**src/rtl/fwd_hazard_pkg.sv**
```systemverilog
// Shared types and select encodings for the EX-stage forwarding/hazard controller.
// Slot fields take their register-index width from SLOT_ADDR_W.
package fwd_hazard_pkg;

  localparam int SLOT_ADDR_W = 5;

  localparam logic [1:0] FWD_REG   = 2'b00;
  localparam logic [1:0] FWD_EXMEM = 2'b01;
  localparam logic [1:0] FWD_MEMWB = 2'b10;

  typedef logic [SLOT_ADDR_W-1:0] reg_addr_t;

  typedef struct packed {
    logic      valid;
    reg_addr_t rs;
    reg_addr_t rt;
    reg_addr_t rd;
    logic      reg_write;
    logic      mem_read;
  } ex_slot_t;

  typedef struct packed {
    logic      valid;
    reg_addr_t rd;
    logic      reg_write;
    logic      mem_read;
  } mem_slot_t;

  typedef struct packed {
    logic      valid;
    reg_addr_t rd;
    logic      reg_write;
  } wb_slot_t;

endpackage

```
**src/rtl/fwd_hazard_ctrl_select.sv**
```systemverilog
// Priority forwarding select for one EX source operand: the newest producer (MEM) beats WB.
module fwd_select
  import fwd_hazard_pkg::*;
(
  input  logic      ex_valid,
  input  reg_addr_t src,
  input  mem_slot_t mem_slot,
  input  wb_slot_t  wb_slot,
  output logic [1:0] sel
);

  // A load sitting in MEM has no data yet, so it never qualifies as an EX/MEM source.
  always_comb begin
    sel = FWD_REG;
    if (ex_valid && (src != '0)) begin
      if (mem_slot.valid && mem_slot.reg_write && !mem_slot.mem_read && (mem_slot.rd == src))
        sel = FWD_EXMEM;
      else if (wb_slot.valid && wb_slot.reg_write && (wb_slot.rd == src))
        sel = FWD_MEMWB;
    end
  end

endmodule

```
**src/rtl/fwd_hazard_ctrl.sv**
```systemverilog
// EX-stage forwarding and load-use hazard controller with a shadow EX->MEM->WB destination pipe.
// REG_ADDR_W must equal SLOT_ADDR_W from the package.
module fwd_hazard_ctrl
  import fwd_hazard_pkg::*;
#(
  parameter int REG_ADDR_W = SLOT_ADDR_W,
  parameter int CNT_W      = 16
) (
  input  logic                  clk,
  input  logic                  rst,
  input  logic                  id_valid,
  input  logic [REG_ADDR_W-1:0] id_rs,
  input  logic [REG_ADDR_W-1:0] id_rt,
  input  logic [REG_ADDR_W-1:0] id_rd,
  input  logic                  id_reg_write,
  input  logic                  id_mem_read,
  input  logic                  flush,
  output logic                  stall,
  output logic [1:0]            fwd_a_sel,
  output logic [1:0]            fwd_b_sel,
  output logic                  ex_valid,
  output logic [CNT_W-1:0]      stall_count
);

  ex_slot_t  ex_p0;
  mem_slot_t mem_p1;
  wb_slot_t  wb_p2;
  logic      load_hit_in_mem;

  function automatic logic [CNT_W-1:0] sat_inc(input logic [CNT_W-1:0] v);
    return (v == '1) ? v : v + 1'b1;
  endfunction

  // Flush squashes the instruction entering EX, so it also cancels any stall on it.
  always_comb begin
    stall = id_valid && ex_p0.valid && ex_p0.mem_read && (ex_p0.rd != '0) &&
            ((ex_p0.rd == id_rs) || (ex_p0.rd == id_rt)) && !flush;
  end

  // ID -> EX (p0) -> MEM (p1) -> WB (p2)
  always_ff @(posedge clk or posedge rst) begin
    if (rst) begin
      ex_p0       <= '0;
      mem_p1      <= '0;
      wb_p2       <= '0;
      stall_count <= '0;
    end else begin
      wb_p2  <= '{valid: mem_p1.valid, rd: mem_p1.rd, reg_write: mem_p1.reg_write};
      mem_p1 <= '{valid: ex_p0.valid, rd: ex_p0.rd, reg_write: ex_p0.reg_write,
                  mem_read: ex_p0.mem_read};
      ex_p0  <= '{valid: id_valid && !stall && !flush, rs: id_rs, rt: id_rt, rd: id_rd,
                  reg_write: id_reg_write, mem_read: id_mem_read};
      if (stall)
        stall_count <= sat_inc(stall_count);
    end
  end

  assign ex_valid = ex_p0.valid;

  fwd_select u_sel_a (
    .ex_valid (ex_p0.valid),
    .src      (ex_p0.rs),
    .mem_slot (mem_p1),
    .wb_slot  (wb_p2),
    .sel      (fwd_a_sel)
  );

  fwd_select u_sel_b (
    .ex_valid (ex_p0.valid),
    .src      (ex_p0.rt),
    .mem_slot (mem_p1),
    .wb_slot  (wb_p2),
    .sel      (fwd_b_sel)
  );

  // The load-use stall guarantees a load never reaches MEM while its consumer is in EX.
  assign load_hit_in_mem = ex_p0.valid && mem_p1.valid && mem_p1.mem_read && (mem_p1.rd != '0) &&
                           ((mem_p1.rd == ex_p0.rs) || (mem_p1.rd == ex_p0.rt));

  a_no_load_hit_in_mem: assert property (@(posedge clk) disable iff (rst) !load_hit_in_mem);

endmodule

```
**config.mk**
```make
export PLATFORM = sky130hd
export DESIGN_NAME = fwd_hazard_ctrl
export DESIGN_NICKNAME = d
export VERILOG_FILES = /design/src/rtl/fwd_hazard_pkg.sv /design/src/rtl/fwd_hazard_ctrl_select.sv /design/src/rtl/fwd_hazard_ctrl.sv
export SDC_FILE = /design/constraint.sdc
export NUM_CORES = 1
export LEC_CHECK = 0
export CORE_MARGIN = 2
export CORE_UTILIZATION = 50
export CTS_CLUSTER_DIAMETER = 120
export DETAILED_ROUTE_END_ITERATION = 7
export PLACE_DENSITY = 0.75
export SYNTH_ARGS = -nofsm -noshare
export SYNTH_HDL_FRONTEND = slang
export SYNTH_SLANG_ARGS = --single-unit
```
**constraint.sdc**
```tcl
create_clock -name clk -period 2.15 [get_ports clk]
set_input_delay 0.3225 -clock clk [delete_from_list [all_inputs] [get_ports clk]]
set_output_delay 0.3225 -clock clk [all_outputs]
set_load 0.005 [all_outputs]
```
======== Word-level counts from Yosys, hierarchy flattened ========
Index checks and enable logic that the tools add are counted.
storage, ports and cells
  logic and storage cells ................. 53
  output and inout port bits .............. 22
  flip-flop bits (word level) ............. 49
cells by class
  add/sub/neg operators ................... 1
  reductions and logical operators ........ 24
  bitwise logic cells ..................... 1
  equality and inequality tests ........... 7
  mux-type cells .......................... 6
operators with widths
  cell                                            count
  equality test 5 bit                             6
  adder 16 x 1 -> 16 bit (second input constant)  1
  equality test 16 bit (second input constant)    1
  logical AND 1 bit                               16
  nonzero test 5 bit                              3
  two-way mux 2 bit                               6
  zero test 1 bit                                 3
  AND reduction 2 bit                             1
  logical OR 1 bit                                1
  inverter 1 bit                                  1

======== Depth between registers and ports, before layout ========
  word-level depth ........................ 8
  gate-level depth with buffers ........... 7
  gate-level depth less buffers ........... 6

======== Cells and area by module ========
Synthesis repeated with hierarchy kept, for this count alone.
second synthesis, totals
  cells, all modules ...................... 172
  area total of the unflattened synthesis .. 2,089.5 µm²
modules (own cells, without submodules)
  module           sequential area each (µm²)  cells an instance  times used  area an instance (µm²)
  fwd_hazard_ctrl  1,226.2                     126                1           1,769.2
  fwd_select       0.0                         23                 2           160.2

======== Worst setup path after synthesis ========
OpenSTA, ideal clock, no wires.
  path kind ............................... flip-flop to flip-flop
  start point ............................. reg ex_p0[4] (netlist name)
  end point ............................... reg stall_count[15]
  path slack .............................. 314 ps
  arrival time ............................ 1,709 ps
  cell stages (with the launch flop) ...... 6
  setup time .............................. 127 ps
  period minus slack after synthesis ...... 1,836 ps
  data required time ...................... 2,023 ps
  path through ............................ dfrtp_1 xor2_1 nor3_2 a22oi_2 or4_1 mux2_1
on the way
  cells in the longest elaborated chain, start to end .. 5
  elaborated cells on any way between the ends .. 8
  those cells by class .................... eq/ne (2); reduce/logical (6)
ends and longest elaborated chain
  element                                                    line                                          RTL
  from (decl)                                                fwd_hazard_ctrl.sv:25                         ex_slot_t ex_p0;
  from (signal assigned)                                     fwd_hazard_ctrl.sv:51                         ex_p0 <= '{valid: id_valid && !stall && !flush, rs: id_rs, rt: id_rt, rd: id_rd,
  equality test 5 bit or nonzero test 5 bit (tied branches)  fwd_hazard_ctrl.sv:37, fwd_hazard_ctrl.sv:36
  logical OR 1 bit or logical AND 1 bit (tied branches)      fwd_hazard_ctrl.sv:37, fwd_hazard_ctrl.sv:36
  logical AND 1 bit (*)                                      fwd_hazard_ctrl.sv:36                         stall = id_valid && ex_p0.valid && ex_p0.mem_read && (ex_p0.rd != '0) &&
  logical AND 1 bit (*)                                      fwd_hazard_ctrl.sv:37                         ((ex_p0.rd == id_rs) || (ex_p0.rd == id_rt)) && !flush;
  AND reduction 2 bit (no line) (*)                          n/a
  to (signal assigned)                                       fwd_hazard_ctrl.sv:54                         stall_count <= sat_inc(stall_count);
  to (decl)                                                  fwd_hazard_ctrl.sv:22                         output logic [CNT_W-1:0] stall_count
Mark *: on every way between the ends. The rest lies on a longest branch, timed or not.
A chain may end at the register's enable or synchronous reset.

======== Worst setup path in the final report ========
  start point ............................. reg ex_p0[12] (netlist name)
  end point ............................... out fwd_a_sel[1]
on the way
  cells in the longest elaborated chain, start to end .. 5
  elaborated cells on any way between the ends .. 9
  those cells by class .................... eq/ne (2); mux (3); reduce/logical (4)
ends and longest elaborated chain
  element                line                          RTL
  equality test 5 bit    fwd_hazard_ctrl_select.sv:18  else if (wb_slot.valid && wb_slot.reg_write && (wb_slot.rd == src))
  logical AND 1 bit      fwd_hazard_ctrl_select.sv:18
  two-way mux 2 bit      fwd_hazard_ctrl_select.sv:18
  two-way mux 2 bit      fwd_hazard_ctrl_select.sv:16  if (mem_slot.valid && mem_slot.reg_write && !mem_slot.mem_read && (mem_slot.rd == src))
  two-way mux 2 bit (*)  fwd_hazard_ctrl_select.sv:15  if (ex_valid && (src != '0)) begin
  to (decl)              fwd_hazard_ctrl.sv:19         output logic [1:0] fwd_a_sel,
Marked as above.

==> results.sh <==
export IMPL_nets=253
export IMPL_fmaxAchievable_mhz=486
export IMPL_area_delta_synth_final_pct=34.3
export IMPL_finalMaxSlewViolations=0
export IMPL_cts_path_max_buffers=2
export IMPL_final_cells=282
export IMPL_row_count=23
export IMPL_hold_violations=0
export IMPL_cts_htree_levels=2
export IMPL_yosysWarnings=0
export IMPL_hold_buffers=0
export IMPL_num_vias=1486
export IMPL_wl_per_cell_um=16.0
export IMPL_firstDrtPassIters=4
export IMPL_hold_depth=0
export IMPL_max_cap_viol_count=0
export IMPL_critical_path_depth=5
export IMPL_cts_root_buffer="clkbuf_8"
export IMPL_dp_hpwl_um=3320
export IMPL_cts_sinks=49
export IMPL_peakVddDrop_mv=0.349
export IMPL_cp_top_family="simple AND/OR/NAND/NOR gates"
export IMPL_synth_fp_nets=190
export IMPL_first_global_vias=1602
export IMPL_drt_iter0_markers=63
export IMPL_initial_core_util=0.516
export IMPL_synth_commonest_cells="49 x dfrtp_1, 34 x xor2_1, 13 x nor3_1"
export IMPL_synth_seq_cells=49
export IMPL_synthDistinctLibCells=26
export IMPL_fin_skew_ns=0.00495
export IMPL_p_total_mw=1.74
export IMPL_r2r_cells=7
export IMPL_grtUsageTotal=0.225
export IMPL_crit_chain="buf_4 > or4_1 > o21ai_2 > nor3_1 > dlygate4sd2_1"
export IMPL_fin_crit_ns=2.06
export IMPL_period_share=0.956
export IMPL_synth_cells=168
export IMPL_totalWireLength_um=4510
export IMPL_yosys_area_top_type="dfrtp_1"
export IMPL_crit_fanout=2
export IMPL_nFillCells=301
export IMPL_antennaDiodeCount=0
export IMPL_worstSetupPathType="reg -> out"
export IMPL_dpl_cell_area_um2=2590
export IMPL_cp_required_ns=1.83
export IMPL_vias_per_cell=5.27
export IMPL_drtAntennaViolNets=0
export IMPL_syn_area_per_cell_um2=12.3
export IMPL_synth_top_area_share=0.594
export IMPL_final_seq_area_um2=1230
export IMPL_grt_ovfl_total=0
export IMPL_io_pins=43
export IMPL_maxSlewHeadroom=0.606
export IMPL_port_buffers=42
export IMPL_final_layout_size_suffix_gt1_frac=0.168
export IMPL_synthFlopType="dfrtp_1"
export IMPL_grt_max_degree=50
export IMPL_grt_pass1_wl_um=7440
export IMPL_cts_tree="done"
export IMPL_cp_slowest_stage_delay_ns=0.41
export IMPL_arrival_ns=1.73
export IMPL_gp_congestion=0.861
export IMPL_clkTransAtPathRegs_ns=0.09
export IMPL_synth_edff_count=0
export IMPL_async_reset_ff_frac=1.00
export IMPL_core_area_um2=4000
export IMPL_synth_most_common_cell="dfrtp_1"
export IMPL_worstMarginPinSlew_ns=0.591
export IMPL_numCtsBuffers=5
export IMPL_die_w_um=68.3
export IMPL_hp_class="reg -> reg"
export IMPL_path_buf_inv=2
export IMPL_route_detailed_drc=0
export IMPL_yosysSeqAreaShare=0.594
export IMPL_synthTopCellsByArea="dfrtp_1 59%, xor2_1 14%, xnor2_1 3.4%"
export IMPL_power_density_nw_per_um2=627
export IMPL_rsz0062_at_grt="false"
export IMPL_die_h_um=68.3
export IMPL_end_kind="output port"
export IMPL_power_leakage_nw=1.23
export IMPL_multi_input_area_um2=842
export IMPL_grt_antenna_before_repair=0
export IMPL_clock_latency_ns=0.30
export IMPL_crit_path_start_kind="register"
export IMPL_postLayoutCoreUtil=0.693
export IMPL_die_area_um2=4660
export IMPL_final_area_um2=2770
export IMPL_dp_cells=265
export IMPL_slowest_stage="or4_1"
export IMPL_status="complete, no violations"
export IMPL_setup_viol=0
export IMPL_synth_area_um2=2060
[cell usage in the layout (no fill, tap or decap), types with 3 or more instances in the layout]
master,count
buf_4,16
nand3_1,7
nand4_1,8
xnor2_1,8
nor3_1,13
nor4_1,7
xor2_1,34
dlygate4sd2_1,3
clkbuf_8,7
dfrtp_1,48
nor2_1,6
clkdlybuf4s50_1,37
o21ai_2,3
nand2_1,6
[through the flow]
stage	hold WS [ns]	setup TNS (ns)	worst slack, ns
CTS	0.361	0	0.0209
detailed placement	0.342	-0.451	-0.169
global placement	0.336	-0.264	-0.104
floorplan	0.331	0	0.314
global route	0.365	0	0.0157
finish	0.359	0	0.0936
[report_power, final]
part / switching (mW) / total, mW / leakage [nW] / internal (mW)
registers: 0.0338 / 0.989 / 0.611 / 0.955
clock network: 0.289 / 0.580 / 0.0542 / 0.291
logic: 0.0776 / 0.168 / 0.566 / 0.0908
total: 0.400 / 1.74 / 1.23 / 1.34
[logic make-up after synthesis]
logic type	Yosys count	share of synthesized area
xor+xnor	42	0.178
simple gates	62	0.172
compound gates	7	0.0255
buf+inv	4	0.00849
fa+ha+maj	1	0.00606
flops	49	0.594
mux	3	0.0164
[final cells by class]
class                   instances  area share
flip-flops and latches         49       0.443
multi-input cells             115       0.304
repair buffers                 58       0.192
clock buffers                   7      0.0347
well taps                      50      0.0226
inverters                       2     0.00271
clock inverters                 1     0.00181
[routing by layer]
layer  GRT usage  share of wire
met2       0.419           0.57
met4       0.103          0.020
met1       0.234           0.37
met5           0              0
met3      0.0576          0.038
[timing repair]
item,in CTS,in global routing
pin swaps,6,4
endpoints found under the hold margin,0,0
setup buffers,9,0
setup endpoints to repair,5,14
gates resized for setup,12,5
[registers in the layout (all words and copies together), names as in the netlist]
signal / flops
ex_p0: 17
ex_valid: 1
mem_p1: 8
stall_count: 16
wb_p2: 7
[final timing paths]
| path | start | to | slack [ns] |
|---|---|---|---|
| setup / recovery | ex_p0[12] | fwd_a_sel[1] | 0.09 |
| hold / removal | ex_p0[1] | mem_p1[1] | 0.36 |
| setup reg to reg | ex_p0[4] | stall_count[9] | 0.18 |
| hold reg to reg | ex_p0[1] | mem_p1[1] | 0.36 |
| max in group asynchronous | rst | ex_p0[4] | 1.25 |
| min in group asynchronous | rst | stall_count[9] | 0.48 |
Note: power is estimated with default switching activity, not from simulation.
